===== src/rtl/dm_access_unit.sv =====
// M-stage data memory initiator: native accesses in one cycle, misaligned split into bytes.
// Optional DM_MISALIGN_EXC_EN: flag misaligned accesses on Exc instead of splitting.
module dm_access_unit #(
  parameter int ADDR_LSB_W = 14
) (
  input  logic                  Clk,
  input  logic                  Reset,
  input  logic                  Req,
  input  logic [2:0]            Op,
  input  logic [31:0]           Addr,
  input  logic [31:0]           WData,
  output logic [ADDR_LSB_W-3:0] DmAddr,
  output logic [31:0]           DmDin,
  output logic [3:0]            DmBe,
  output logic                  DmWe,
  input  logic [31:0]           DmDout,
  output logic                  Stall,
  output logic [31:0]           RData,
  output logic                  RValid,
  output logic                  Exc
);

  localparam logic [2:0] OP_LW  = 3'd0;
  localparam logic [2:0] OP_LH  = 3'd1;
  localparam logic [2:0] OP_LHU = 3'd2;
  localparam logic [2:0] OP_LB  = 3'd3;
  localparam logic [2:0] OP_LBU = 3'd4;
  localparam logic [2:0] OP_SW  = 3'd5;
  localparam logic [2:0] OP_SH  = 3'd6;

  function automatic logic [7:0] lane8(
    input logic [31:0] w,
    input logic [1:0]  k
  );
    unique case (k)
      2'd0:    lane8 = w[7:0];
      2'd1:    lane8 = w[15:8];
      2'd2:    lane8 = w[23:16];
      default: lane8 = w[31:24];
    endcase
  endfunction

  function automatic logic [31:0] ext(
    input logic [2:0]  op,
    input logic [31:0] r
  );
    unique case (op)
      OP_LB:   ext = {{24{r[7]}}, r[7:0]};
      OP_LBU:  ext = {24'b0, r[7:0]};
      OP_LH:   ext = {{16{r[15]}}, r[15:0]};
      OP_LHU:  ext = {16'b0, r[15:0]};
      default: ext = r;
    endcase
  endfunction

  logic        unused_addr;
  logic [1:0]  off;
  logic        is_st;
  logic        is_w;
  logic        is_h;
  logic        native;
  logic [3:0]  nat_be;
  logic [31:0] nat_din;
  logic [31:0] nat_raw;
  logic [31:0] nat_ld;

  assign unused_addr = ^Addr[31:ADDR_LSB_W];
  assign off   = Addr[1:0];
  assign is_st = Op[2] & (Op[1] | Op[0]);
  assign is_w  = (Op == OP_LW) || (Op == OP_SW);
  assign is_h  = (Op == OP_LH) || (Op == OP_LHU) || (Op == OP_SH);
  assign native = !(is_h && off[0]) && !(is_w && (off != 2'd0));

  always_comb begin
    nat_be  = 4'b0001 << off;
    nat_din = {24'b0, WData[7:0]};
    nat_raw = {24'b0, lane8(DmDout, off)};
    unique case (1'b1)
      is_w: begin
        nat_be  = 4'b1111;
        nat_din = WData;
        nat_raw = DmDout;
      end
      is_h: begin
        nat_be  = off[1] ? 4'b1100 : 4'b0011;
        nat_din = {16'b0, WData[15:0]};
        nat_raw = {16'b0, off[1] ? DmDout[31:16] : DmDout[15:0]};
      end
      default: ;
    endcase
  end

  assign nat_ld = ext(Op, nat_raw);

  logic                  in_seq;
  logic [ADDR_LSB_W-3:0] seq_addr;
  logic [3:0]            seq_be;
  logic [31:0]           seq_din;
  logic                  seq_we;
  logic                  seq_stall;

`ifdef DM_MISALIGN_EXC_EN
  assign in_seq    = 1'b0;
  assign seq_addr  = '0;
  assign seq_be    = '0;
  assign seq_din   = '0;
  assign seq_we    = 1'b0;
  assign seq_stall = 1'b0;

  always_ff @(posedge Clk) begin
    if (Reset) begin
      RData  <= '0;
      RValid <= 1'b0;
    end else begin
      RValid <= Req && native && !is_st;
      if (Req && native && !is_st)
        RData <= nat_ld;
    end
  end
`else
  typedef enum logic {IDLE, SEQ} state_t;

  state_t                state;
  logic [2:0]            lop;
  logic [ADDR_LSB_W-1:0] laddr;
  logic [31:0]           lwd;
  logic [1:0]            cnt;
  logic [23:0]           acc;
  logic                  lword;
  logic                  lstore;
  logic                  last;
  logic [ADDR_LSB_W-1:0] ba;
  logic [7:0]            dbyte;
  logic [31:0]           seq_ld;

  assign lword  = (lop == OP_LW) || (lop == OP_SW);
  assign lstore = lop[2] & (lop[1] | lop[0]);
  assign last   = cnt == (lword ? 2'd3 : 2'd1);
  // 14-bit add so the byte walk wraps inside the address space
  assign ba     = laddr + ADDR_LSB_W'(cnt);
  assign dbyte  = lane8(DmDout, ba[1:0]);
  assign seq_ld = ext(lop, lword ? {dbyte, acc}
                                 : {16'b0, dbyte, acc[7:0]});

  assign in_seq    = state == SEQ;
  assign seq_addr  = ba[ADDR_LSB_W-1:2];
  assign seq_be    = 4'b0001 << ba[1:0];
  assign seq_din   = lstore ? {24'b0, lane8(lwd, cnt)} : 32'b0;
  assign seq_we    = lstore;
  assign seq_stall = !last;

  always_ff @(posedge Clk) begin
    if (Reset) begin
      state  <= IDLE;
      cnt    <= '0;
      lop    <= '0;
      laddr  <= '0;
      lwd    <= '0;
      acc    <= '0;
      RData  <= '0;
      RValid <= 1'b0;
    end else begin
      RValid <= 1'b0;
      unique case (state)
        IDLE: begin
          if (Req && native && !is_st) begin
            RData  <= nat_ld;
            RValid <= 1'b1;
          end else if (Req && !native) begin
            lop   <= Op;
            laddr <= Addr[ADDR_LSB_W-1:0];
            lwd   <= WData;
            cnt   <= '0;
            state <= SEQ;
          end
        end
        SEQ: begin
          unique case (cnt)
            2'd0:    acc[7:0]   <= dbyte;
            2'd1:    acc[15:8]  <= dbyte;
            2'd2:    acc[23:16] <= dbyte;
            default: ;
          endcase
          cnt <= cnt + 2'd1;
          if (last) begin
            state <= IDLE;
            if (!lstore) begin
              RData  <= seq_ld;
              RValid <= 1'b1;
            end
          end
        end
        default: state <= IDLE;
      endcase
    end
  end
`endif

  always_comb begin
    DmAddr = Addr[ADDR_LSB_W-1:2];
    DmBe   = 4'b0000;
    DmDin  = 32'b0;
    DmWe   = 1'b0;
    Stall  = 1'b0;
    Exc    = 1'b0;
    if (in_seq) begin
      DmAddr = seq_addr;
      DmBe   = seq_be;
      DmDin  = seq_din;
      DmWe   = seq_we;
      Stall  = seq_stall;
    end else if (Req && native) begin
      DmBe  = nat_be;
      DmDin = is_st ? nat_din : 32'b0;
      DmWe  = is_st;
    end else if (Req) begin
`ifdef DM_MISALIGN_EXC_EN
      Exc = 1'b1;
`else
      Stall = 1'b1;
`endif
    end
  end

endmodule


===== config.mk =====
export PLATFORM = sky130hd
export DESIGN_NAME = dm_access_unit
export DESIGN_NICKNAME = d
export VERILOG_FILES = /design/src/rtl/dm_access_unit.sv
export SDC_FILE = /design/constraint.sdc
export NUM_CORES = 1
export LEC_CHECK = 0
export CAP_MARGIN = 25
export CORE_ASPECT_RATIO = 1.75
export CORE_MARGIN = 4
export CORE_UTILIZATION = 52
export CTS_BUF_LIST = sky130_fd_sc_hd__clkbuf_16
export CTS_CLUSTER_DIAMETER = 50
export CTS_CLUSTER_SIZE = 25
export DETAILED_ROUTE_END_ITERATION = 8
export PLACE_DENSITY = 0.92
export RECOVER_POWER = 25
export SYNTH_ARGS = -nofsm -noshare
export SYNTH_HDL_FRONTEND = slang
export SYNTH_SLANG_ARGS = --single-unit

===== constraint.sdc =====
create_clock -name Clk -period 6.7 [get_ports Clk]
set_input_delay 1.675 -clock Clk [delete_from_list [all_inputs] [get_ports Clk]]
set_output_delay 1.675 -clock Clk [all_outputs]
set_load 0.01 [all_outputs]

==> results of run 1 <==
[per-layer routing]
metal  GRT usage, %  part of all wire (%)
met1           31.1                    35
met5              0                     0
met2           48.8                    50
met4           17.8                   6.6
met3           6.33                   8.0
[power by group through the flow]
stage                     Clock [uW]  Combinational (uW)  Sequential [uW]
after detailed placement           0                 404              716
after CTS                        526                 407              701
after floorplan                    0                 228              714
after global placement             0                 399              714
final                            514                 409              700
after global routing             551                 436              705
[cell type report]
cell class / count / area [um^2]
well taps: 135 / 169
multi-input cells: 565 / 3630
repair buffers: 179 / 1750
fillers: 927 / 3530
flip-flops and latches: 109 / 2180
clock inverters: 7 / 57.6
clock buffers: 9 / 225
inverters: 9 / 33.8
[sequential cells by signal (all words and copies together), names as in the netlist]
name and flops:
laddr 14, lop 3, acc 24, RValid 1, cnt 2, in_seq 1
lwd 32, RData 32
[path summary, 6_finish.rpt]
path,endpoint,slack (ps),from,depth (start not counted)
hold / removal,acc[17],460,acc[17],2
hold reg to reg,acc[17],460,acc[17],2
setup reg to reg,RData[27],3380,cnt[1],7
setup / recovery,DmDin[4],510,Op[1],6
[placed cells by master, fill, tap and decap left out, types with 3 or more instances in the layout]
master,instances
o21ai_1,5
a22o_1,16
a222oi_1,8
a22oi_1,15
nor2_1,22
a221o_1,8
a211o_1,7
mux2i_1,8
ha_1,6
o21ai_0,24
xnor2_1,10
clkbuf_16,9
and3_1,8
clkdlybuf4s50_1,139
nor2b_1,8
xor2_1,8
a32o_1,25
mux4_2,15
dlygate4sd3_1,26
buf_4,13
a21oi_1,105
dfxtp_1,108
a21o_1,19
inv_1,9
nand3_1,29
and2_1,16
nand2b_1,3
a2bb2oi_1,7
nand2_1,145
nor3_1,7
a31oi_1,9
[cell families (layout without fill, tap and decap cells)]
| logic type | after synthesis | in the layout |
|---|---|---|
| buffers and inverters | 78 | 204 |
| xor gates and xnor gates | 18 | 18 |
| other | 1 | 1 |
| DFF | 109 | 109 |
| adders and majority gates | 7 | 7 |
| AOI/OAI and AO/OA | 259 | 259 |
| muxes | 25 | 25 |
| and+or+nand+nor | 255 | 255 |
[stage by stage]
step           cells  cell area (um^2)  setup WS [ps]  hold slack, ps
5_1_grt         1013              8050            343             475
2_1_floorplan    752              6170           1980             436
6_report        1013              8050            506             456
4_1_cts         1013              8050            568             457
3_5_place_dp     997              7770            570             447
3_3_place_gp     996              7760            633             442
[critical path, cell delays in order]
cell and delay (ps):
clkdlybuf4s50_1 660, nor3b_2 420, a221oi_4 110, nor3_2 830, a22o_1 280, clkdlybuf4s50_1 550
==> results by group, run 1 <==
Layout
  – Area delta synth->final: 30.4%
  – Ant. Diodes: 0
  – Final Util: 69.5%
  – Layout cells sized above 1: 6.72%
  – Final #Nets: between 900 and 1,000

Hold path
  – Hold/Removal Path Class: flop to flop

Synthesis
  – Post-synthesis mux area share: around 7.1%
  – Top cell type by total area after synthesis: dfxtp_1
  – FF+latch count, synth: 109
  – Syn Area/Cell: 8.21 um^2
  – Syn Inst Count: 752
  – Syn_nets: 861
  – Post-synth EDFFs: 0
  – Synth Area in Adders: 1.54%
  – Post-Syn Area: about 0.0062 mm^2
  – Most common cell in the netlist: nand2_1
  – Top cells by area, synth: dfxtp_1 35%, nand2_1 8.8%, a21oi_1 8.5%
  – Simple-gate area share of the yosys netlist: a little under a fifth
  – XOR/XNOR Fraction of Synth Area: 2.55%
  – Post-synth top area share: a little over a third
  – Top cells by count, synth: 145 x nand2_1, 109 x dfxtp_1, 105 x a21oi_1
  – Largest family of logic cells by synthesized area: compound AO/OA/AOI/OAI gates
  – Synth Flop Type: dfxtp_1
  – Post-synthesis sequential area ratio: 35.4%
  – Yosys warnings: 0
  – Ys async rst share: 0%
  – Post-synth cell types: 58
  – Complex-gate fraction of the synthesized area: ~29%

Detailed routing
  – Drt drc: 0
  – Post-route ant nets: 0
  – Vias per cell: 6.21
  – DRT Pass-1 Iters: 6
  – Via Count: 6,287
  – DR WL/cell: 19.6 um
  – Initial drt markers: 573
  – WL final: 19,900 um

Die
  – Io pins: 186
  – Area of the die: 0.0137 mm^2
  – Core Rows: 52
  – Die width: 90.4 um
  – Die height: 152 um
  – Core box area: 0.0116 mm^2
  – Initial core utilization: 53.3%

Global route
  – Total Routing Usage GR: 28.3%
  – Total gr overflow: 0
  – Global-route wire length before repair: between 30,000 and 40,000 um
  – Initial antenna violation count: 0
  – Vias in the first global route: 6,146
  – Largest net degree at the start of global routing: 79

Placed design
  – Detailed Place HPWL: around 14,000 um
  – Port Buffer Count: 166
  – Final Wtd Congestion: 0.956

Timing
  – Slew headroom: 33.7%
  – Crit share post-route: just over 90%
  – Final Critical Period: slightly above 6000 ps
  – Unrepaired setup endpoints after global routing: false
  – Worst-Margin Slew: just under 1000 ps
  – Max-slew violation count: 0
  – TNS Setup: 0 ps
  – Max Clk Rate: 161 MHz
  – Final hold vios: 0
  – Skew final: 11.9 ps
  – Final setup viols: 0

Pwr
  – Switching part of the total: 30.8%
  – Worst IR Drop VDD: 0.147 mV
  – Internal power: 1120 uW
  – Comb pwr share: between 20 and 30%
  – Total power: 1620 uW
  – Clk pwr share: a little under a third
  – Pwr dens: 202 mW/mm^2
  – Pleak: 0.00296 uW
  – Sequential share of power: 43.1%
  – Psw: 500 uW

Clock tree
  – Hold_buf cts: 0
  – Clk Latency, worst-skew pair: about 350 ps
  – Root buf cell: clkbuf_16
  – Post-CTS sizing: 0
  – Total CTS buffers: 9
  – Clock transition at the registers of the reported paths: about 70 ps
  – Htree depth: 3
  – # Post-CTS Setup Buffers: 0
  – Worst-case clock buffer depth: 2
  – TritonCTS clock tree: yes
  – Clock sink count: 109

Outcome
  – Status: finished clean

Setup path
  – Nature of the critical path endpoint: output port
  – Startpoint types: input port
  – Max FO, Critical Path: 17
  – Crit Path Class: input port to output port
  – Req. time, crit path: 5030 ps
  – CP arrival: 4520 ps

Flow run
  – Max-Cap Viols: 0
Note: power is estimated with default switching activity, not from simulation.
==> run 2: changes to the inputs <==
Settings changed: CTS_BUF_LIST sky130_fd_sc_hd__clkbuf_16 to default, SLEW_MARGIN from default to 10.
==> results by group, run 2 (same netlist as run 1, synthesis figures left out) <==
Layout
  – Multi-input logic area: 0.00363 mm^2 (unchanged)
  – Design Area, Final: 0.00807 mm^2 (+0.20%)
  – Final non-filler cell total: 1,014 (+0.099%)
  – Commonest cells after routing, fill and taps aside: 145 x nand2_1, 133 x clkdlybuf4s50_1, 108 x dfxtp_1
  – Ant. Diodes: 0 (unchanged)
  – Area delta synth->final: 30.7%
  – Layout cells sized above 1: 6.83% (+0.11 points)
  – Final #Nets: 983 (+0.10%)
  – Area occupied by registers: 0.00218 mm^2 (unchanged)
  – Final Util: 69.6% (+0.14 points)
  – Top flop regs: RData (32), lwd (32), acc (24)
  – Commonest non-fill, non-tap cell in the layout: nand2_1
  – Layout fillers: 931 (+0.43%)

Setup path
  – CP arrival: 4530 ps (about the same)
  – Worst path slowest cell: nor3_2
  – Critical path origin: Op[1]
  – Nature of the critical path endpoint: output port
  – CP peak stage delay: 840 ps (about the same)
  – Crit path cell chain: clkdlybuf4s50_1, nor3b_2, a221oi_4, nor3_2, a22o_1, clkdlybuf4s50_1
  – Req. time, crit path: 5030 ps (about the same)
  – Reg2reg start: cnt[0]
  – Max FO, Critical Path: 17 (unchanged)
  – Most used cell, CP: clkdlybuf4s50_1
  – Startpoint types: input port
  – Crit Path Class: input port to output port

Die
  – Die height: 152 um (unchanged)
  – Area of the die: 0.0137 mm^2 (unchanged)
  – Core box area: 0.0116 mm^2 (unchanged)
  – Core Rows: 52 (unchanged)
  – Io pins: 186 (unchanged)
  – Initial core utilization: 53.3% (unchanged)
  – Die width: 90.4 um (unchanged)

Placed design
  – Placed cell areas: 0.00777 mm^2 (unchanged)
  – Port Buffer Count: 166 (unchanged)
  – Detailed Place HPWL: 14,100 um (+0.23%)
  – Cells after DPL: 997 (unchanged)
  – Final Wtd Congestion: 0.956 (unchanged)

Clock tree
  – Clock sink count: 109 (unchanged)
  – # Post-CTS Setup Buffers: 0 (unchanged)
  – Worst-case clock buffer depth: 2 (unchanged)
  – Total CTS buffers: 9 (unchanged)
  – Post-CTS sizing: 0 (unchanged)
  – Clk Latency, worst-skew pair: 350 ps (about the same)
  – TritonCTS clock tree: yes
  – Root buf cell: clkbuf_16
  – Htree depth: 3 (unchanged)
  – Clock transition at the registers of the reported paths: 70 ps (about the same)
  – Hold_buf cts: 0 (unchanged)

Outcome
  – Failing checks: design-rule violations
  – Status: finished with violations

Detailed routing
  – Vias per cell: 6.33 (+1.9%)
  – Post-route ant nets: 0 (unchanged)
  – Drt drc: 1 (+1)
  – Via Count: 6,414 (+2.0%)
  – DRT Pass-1 Iters: 9 (+3)
  – Initial drt markers: 583 (+1.7%)
  – DR WL/cell: 19.9 um (+1.2%)
  – WL final: 20,200 um (+1.3%)

Pwr
  – Pleak: 0.00300 uW (+1.1%)
  – Worst IR Drop VDD: 0.143 mV (-2.5%)
  – Pwr dens: 203 mW/mm^2 (+0.71%)

Global route
  – Vias in the first global route: 6,170 (+0.39%)
  – Total gr overflow: 0 (unchanged)
  – Global-route wire length before repair: 32,100 um (+0.96%)
  – Initial antenna violation count: 0 (unchanged)
  – Largest net degree at the start of global routing: 79 (unchanged)
  – Total Routing Usage GR: 28.6% (+0.34 points)

Timing
  – Worst-Margin Slew: 1000 ps (+14.7 ps)
  – Skew final: 10.5 ps (-1.32 ps)
  – Unrepaired setup endpoints after global routing: false
  – Max Clk Rate: 161 MHz (-0.11%)
  – Crit share post-route: 92.5% (+0.10 points)
  – Max-slew violation count: 0 (unchanged)
  – Slew headroom: 32.8% (-0.90 points)
  – Final setup viols: 0 (unchanged)
  – Final hold vios: 0 (unchanged)
  – Final Critical Period: 6200 ps (+6.77 ps)
  – TNS Setup: 0 ps (unchanged)

Hold path
  – Hold/Removal Path Class: flop to flop
  – Hold Crit Start: acc[17]

Flow run
  – Max-Cap Viols: 0 (unchanged)
-- run 2: cell count changes in the layout (fill, tap and decap cells not counted), sizes merged --
cell	before	now
dlygate4sd3	26	32
clkdlybuf4s50	139	133
clkinvlp	2	1
clkbuf	9	10
buf	14	15
-- run 2: final timing paths --
check / to / slack (ps) / depth (start not counted)
setup reg to reg: RData[27] / 3370 / 8
setup / recovery: DmDin[4] / 500 / 6
hold reg to reg: acc[17] / 460 / 2
hold / removal: acc[17] / 460 / 2
-- run 2: per-layer routing --
| metal | vias to the layer above | share of wire, % | track usage [%] |
|---|---|---|---|
| met5 | - | 0 | 0 |
| met4 | 0 | 5.8 | 16.6 |
| met3 | 82 | 7.7 | 6.33 |
| li1 | 2989 | - | - |
| met1 | 3002 | 36 | 31.6 |
| met2 | 341 | 51 | 49.9 |
-- run 2: cell type report --
class / count / share of cell area (%)
clock buffer: 10 / 2.96
clock inverter: 6 / 0.652
inverter: 9 / 0.419
multi-input combinational: 565 / 45.0
sequential: 109 / 27.1
tap: 135 / 2.09
timing repair buffer: 180 / 21.8
-- run 2: report_power, final --
group	total, uW	internal (uW)	leakage (uW)	switching, uW
clock network	527	269	0.000143	258
logic	411	187	0.00197	224
registers	700	678	0.000886	21.9
total	1640	1130	0.00300	504
-- run 2: stage by stage --
stage / hold slack [ps] / setup WS, ps / total power [uW]
finish: 456 / 499 / 1640
global route: 475 / 342 / 1700
CTS: 458 / 565 / 1640
detailed placement: 447 / 582 / 1120
global placement: 442 / 633 / 1110
floorplan: 436 / 1980 / 942
-- run 2: critical path, delay by kind of cell --
kind,cells,cell delay [ps]
AO/OA/AOI/OAI,2,380
buffers and inverters,2,1210
AND/OR/NAND/NOR,2,1250
==> run 3: changes to the inputs <==
Settings changed: CORE_UTILIZATION 52 to 35, PLACE_DENSITY 0.92 to 0.67.
==> results by group, run 3 (same netlist as run 1, synthesis figures left out) <==
Outcome
  – Status: finished clean

Timing
  – Final Critical Period: 6310 ps (+113 ps)
  – Worst-Margin Slew: 1020 ps (+14.8 ps)
  – Final hold vios: 0 (unchanged)
  – Max Clk Rate: 158 MHz (-1.8%)
  – Crit share post-route: 94.2% (+1.7 points)
  – Skew final: 12.9 ps (+2.34 ps)
  – Slew headroom: 32.1% (-0.71 points)
  – Final setup viols: 0 (unchanged)
  – Unrepaired setup endpoints after global routing: false
  – Max-slew violation count: 0 (unchanged)
  – TNS Setup: 0 ps (unchanged)

Layout
  – Final #Nets: 986 (+0.31%)
  – Multi-input logic area: 0.00363 mm^2 (+0.17%)
  – Layout fillers: 1,746 (+88%)
  – Top flop regs: RData (32), lwd (32), acc (24)
  – Area delta synth->final: 33.4%
  – Layout cells sized above 1: 7.03% (+0.20 points)
  – Final Util: 47.4% (-22 points)
  – Commonest cells after routing, fill and taps aside: 145 x nand2_1, 140 x clkdlybuf4s50_1, 108 x dfxtp_1
  – Area occupied by registers: 0.00218 mm^2 (unchanged)
  – Ant. Diodes: 0 (unchanged)
  – Commonest non-fill, non-tap cell in the layout: nand2_1

Placed design
  – Port Buffer Count: 166 (unchanged)
  – Detailed Place HPWL: 15,600 um (+11%)
  – Final Wtd Congestion: 0.965 (+0.91%)

Detailed routing
  – DR WL/cell: 19.7 um (-1.0%)
  – Drt drc: 0 (-1)
  – DRT Pass-1 Iters: 6 (-3)
  – Via Count: 6,305 (-1.7%)
  – Post-route ant nets: 0 (unchanged)
  – WL final: 21,900 um (+8.7%)
  – Vias per cell: 5.66 (-10%)
  – Initial drt markers: 446 (-23%)

Clock tree
  – Root buf cell: clkbuf_16
  – TritonCTS clock tree: yes
  – Clk Latency, worst-skew pair: 350 ps (about the same)
  – Post-CTS sizing: 0 (unchanged)
  – Worst-case clock buffer depth: 2 (unchanged)
  – Clock sink count: 109 (unchanged)
  – Total CTS buffers: 9 (unchanged)
  – # Post-CTS Setup Buffers: 0 (unchanged)
  – Htree depth: 3 (unchanged)
  – Hold_buf cts: 0 (unchanged)
  – Clock transition at the registers of the reported paths: 70 ps (about the same)

Setup path
  – Startpoint types: input port
  – Nature of the critical path endpoint: output port
  – Max FO, Critical Path: 15 (-2)
  – Reg2reg path depth: 8 (unchanged)
  – Req. time, crit path: 5030 ps (about the same)
  – CP arrival: 4640 ps (+110 ps)
  – Crit Path Class: input port to output port

Pwr
  – Clk pwr share: 33.7% (+1.5 points)
  – Pwr dens: 205 mW/mm^2 (+0.98%)
  – Comb pwr share: 24.6% (-0.5 points)
  – Internal power: 1170 uW (+2.9%)
  – Pleak: 0.00300 uW (about the same)
  – Psw: 521 uW (+3.4%)
  – Worst IR Drop VDD: 0.145 mV (+1.6%)
  – Switching part of the total: 30.9% (+0.11 points)
  – Sequential share of power: 41.7% (-1.0 points)

Global route
  – Total gr overflow: 0 (unchanged)
  – Vias in the first global route: 6,165 (-0.081%)
  – Global-route wire length before repair: 33,500 um (+4.5%)
  – Initial antenna violation count: 1 (+1)
  – Largest net degree at the start of global routing: 79 (unchanged)
  – Total Routing Usage GR: 21.6% (-7.0 points)

Die
  – Io pins: 186 (unchanged)
  – Die height: 184 um (+21%)
  – Die width: 108 um (+20%)
  – Area of the die: 0.0199 mm^2 (+45%)
  – Core box area: 0.0174 mm^2 (+50%)
  – Core Rows: 64 (+23%)
  – Initial core utilization: 35.5% (-18 points)

Hold path
  – Hold/Removal Path Class: flop to flop
  – Worst hold stages: 2 (unchanged)

Flow run
  – Max-Cap Viols: 0 (unchanged)
## run 3: path summary, 6_finish.rpt
path	startpoint	endpoint	slack, ps
setup / recovery	Op[1]	DmDin[25]	390
hold / removal	acc[17]	acc[17]	460
setup reg to reg	cnt[0]	RData[24]	3370
hold reg to reg	acc[17]	acc[17]	460
## run 3: area by class of cell
class                   count  share of cell area [%]
multi-input cells         565                    44.1
flip-flops and latches    109                    26.5
repair buffers            183                    21.7
well taps                 231                    3.51
clock buffers              10                    2.78
clock inverters             6                   0.958
inverters                   9                   0.410
## run 3: power groups by stage
stage               Sequential, uW  Combinational (uW)  Clock, uW
finish                         704                 416        569
detailed placement             720                 414          0
global placement               719                 413          0
floorplan                      714                 228          0
global route                   709                 446        603
CTS                            705                 417        580
## run 3: layer usage
layer	part of all wire [%]	track usage (%)
met5	0.059	0
met4	6.2	13.5
met3	6.7	3.48
met2	51	38.0
met1	36	23.8
## run 3: critical path: stages
cell	delay, ps
clkdlybuf4s50_1	670
nor3b_2	410
a221oi_4	110
nor3_1	810
buf_4	290
and2_1	130
clkdlybuf4s50_1	530
## run 3: stage by stage
step | setup slack (ps) | total power [uW] | cell area (um^2) | hold WS, ps | cells
5_1_grt | 280 | 1760 | 8230 | 471 | 1113
3_5_place_dp | 510 | 1130 | 7910 | 447 | 1095
6_report | 386 | 1690 | 8230 | 456 | 1113
3_3_place_gp | 462 | 1130 | 7900 | 443 | 1094
4_1_cts | 464 | 1700 | 8220 | 458 | 1111
2_1_floorplan | 1980 | 942 | 6170 | 436 | 752
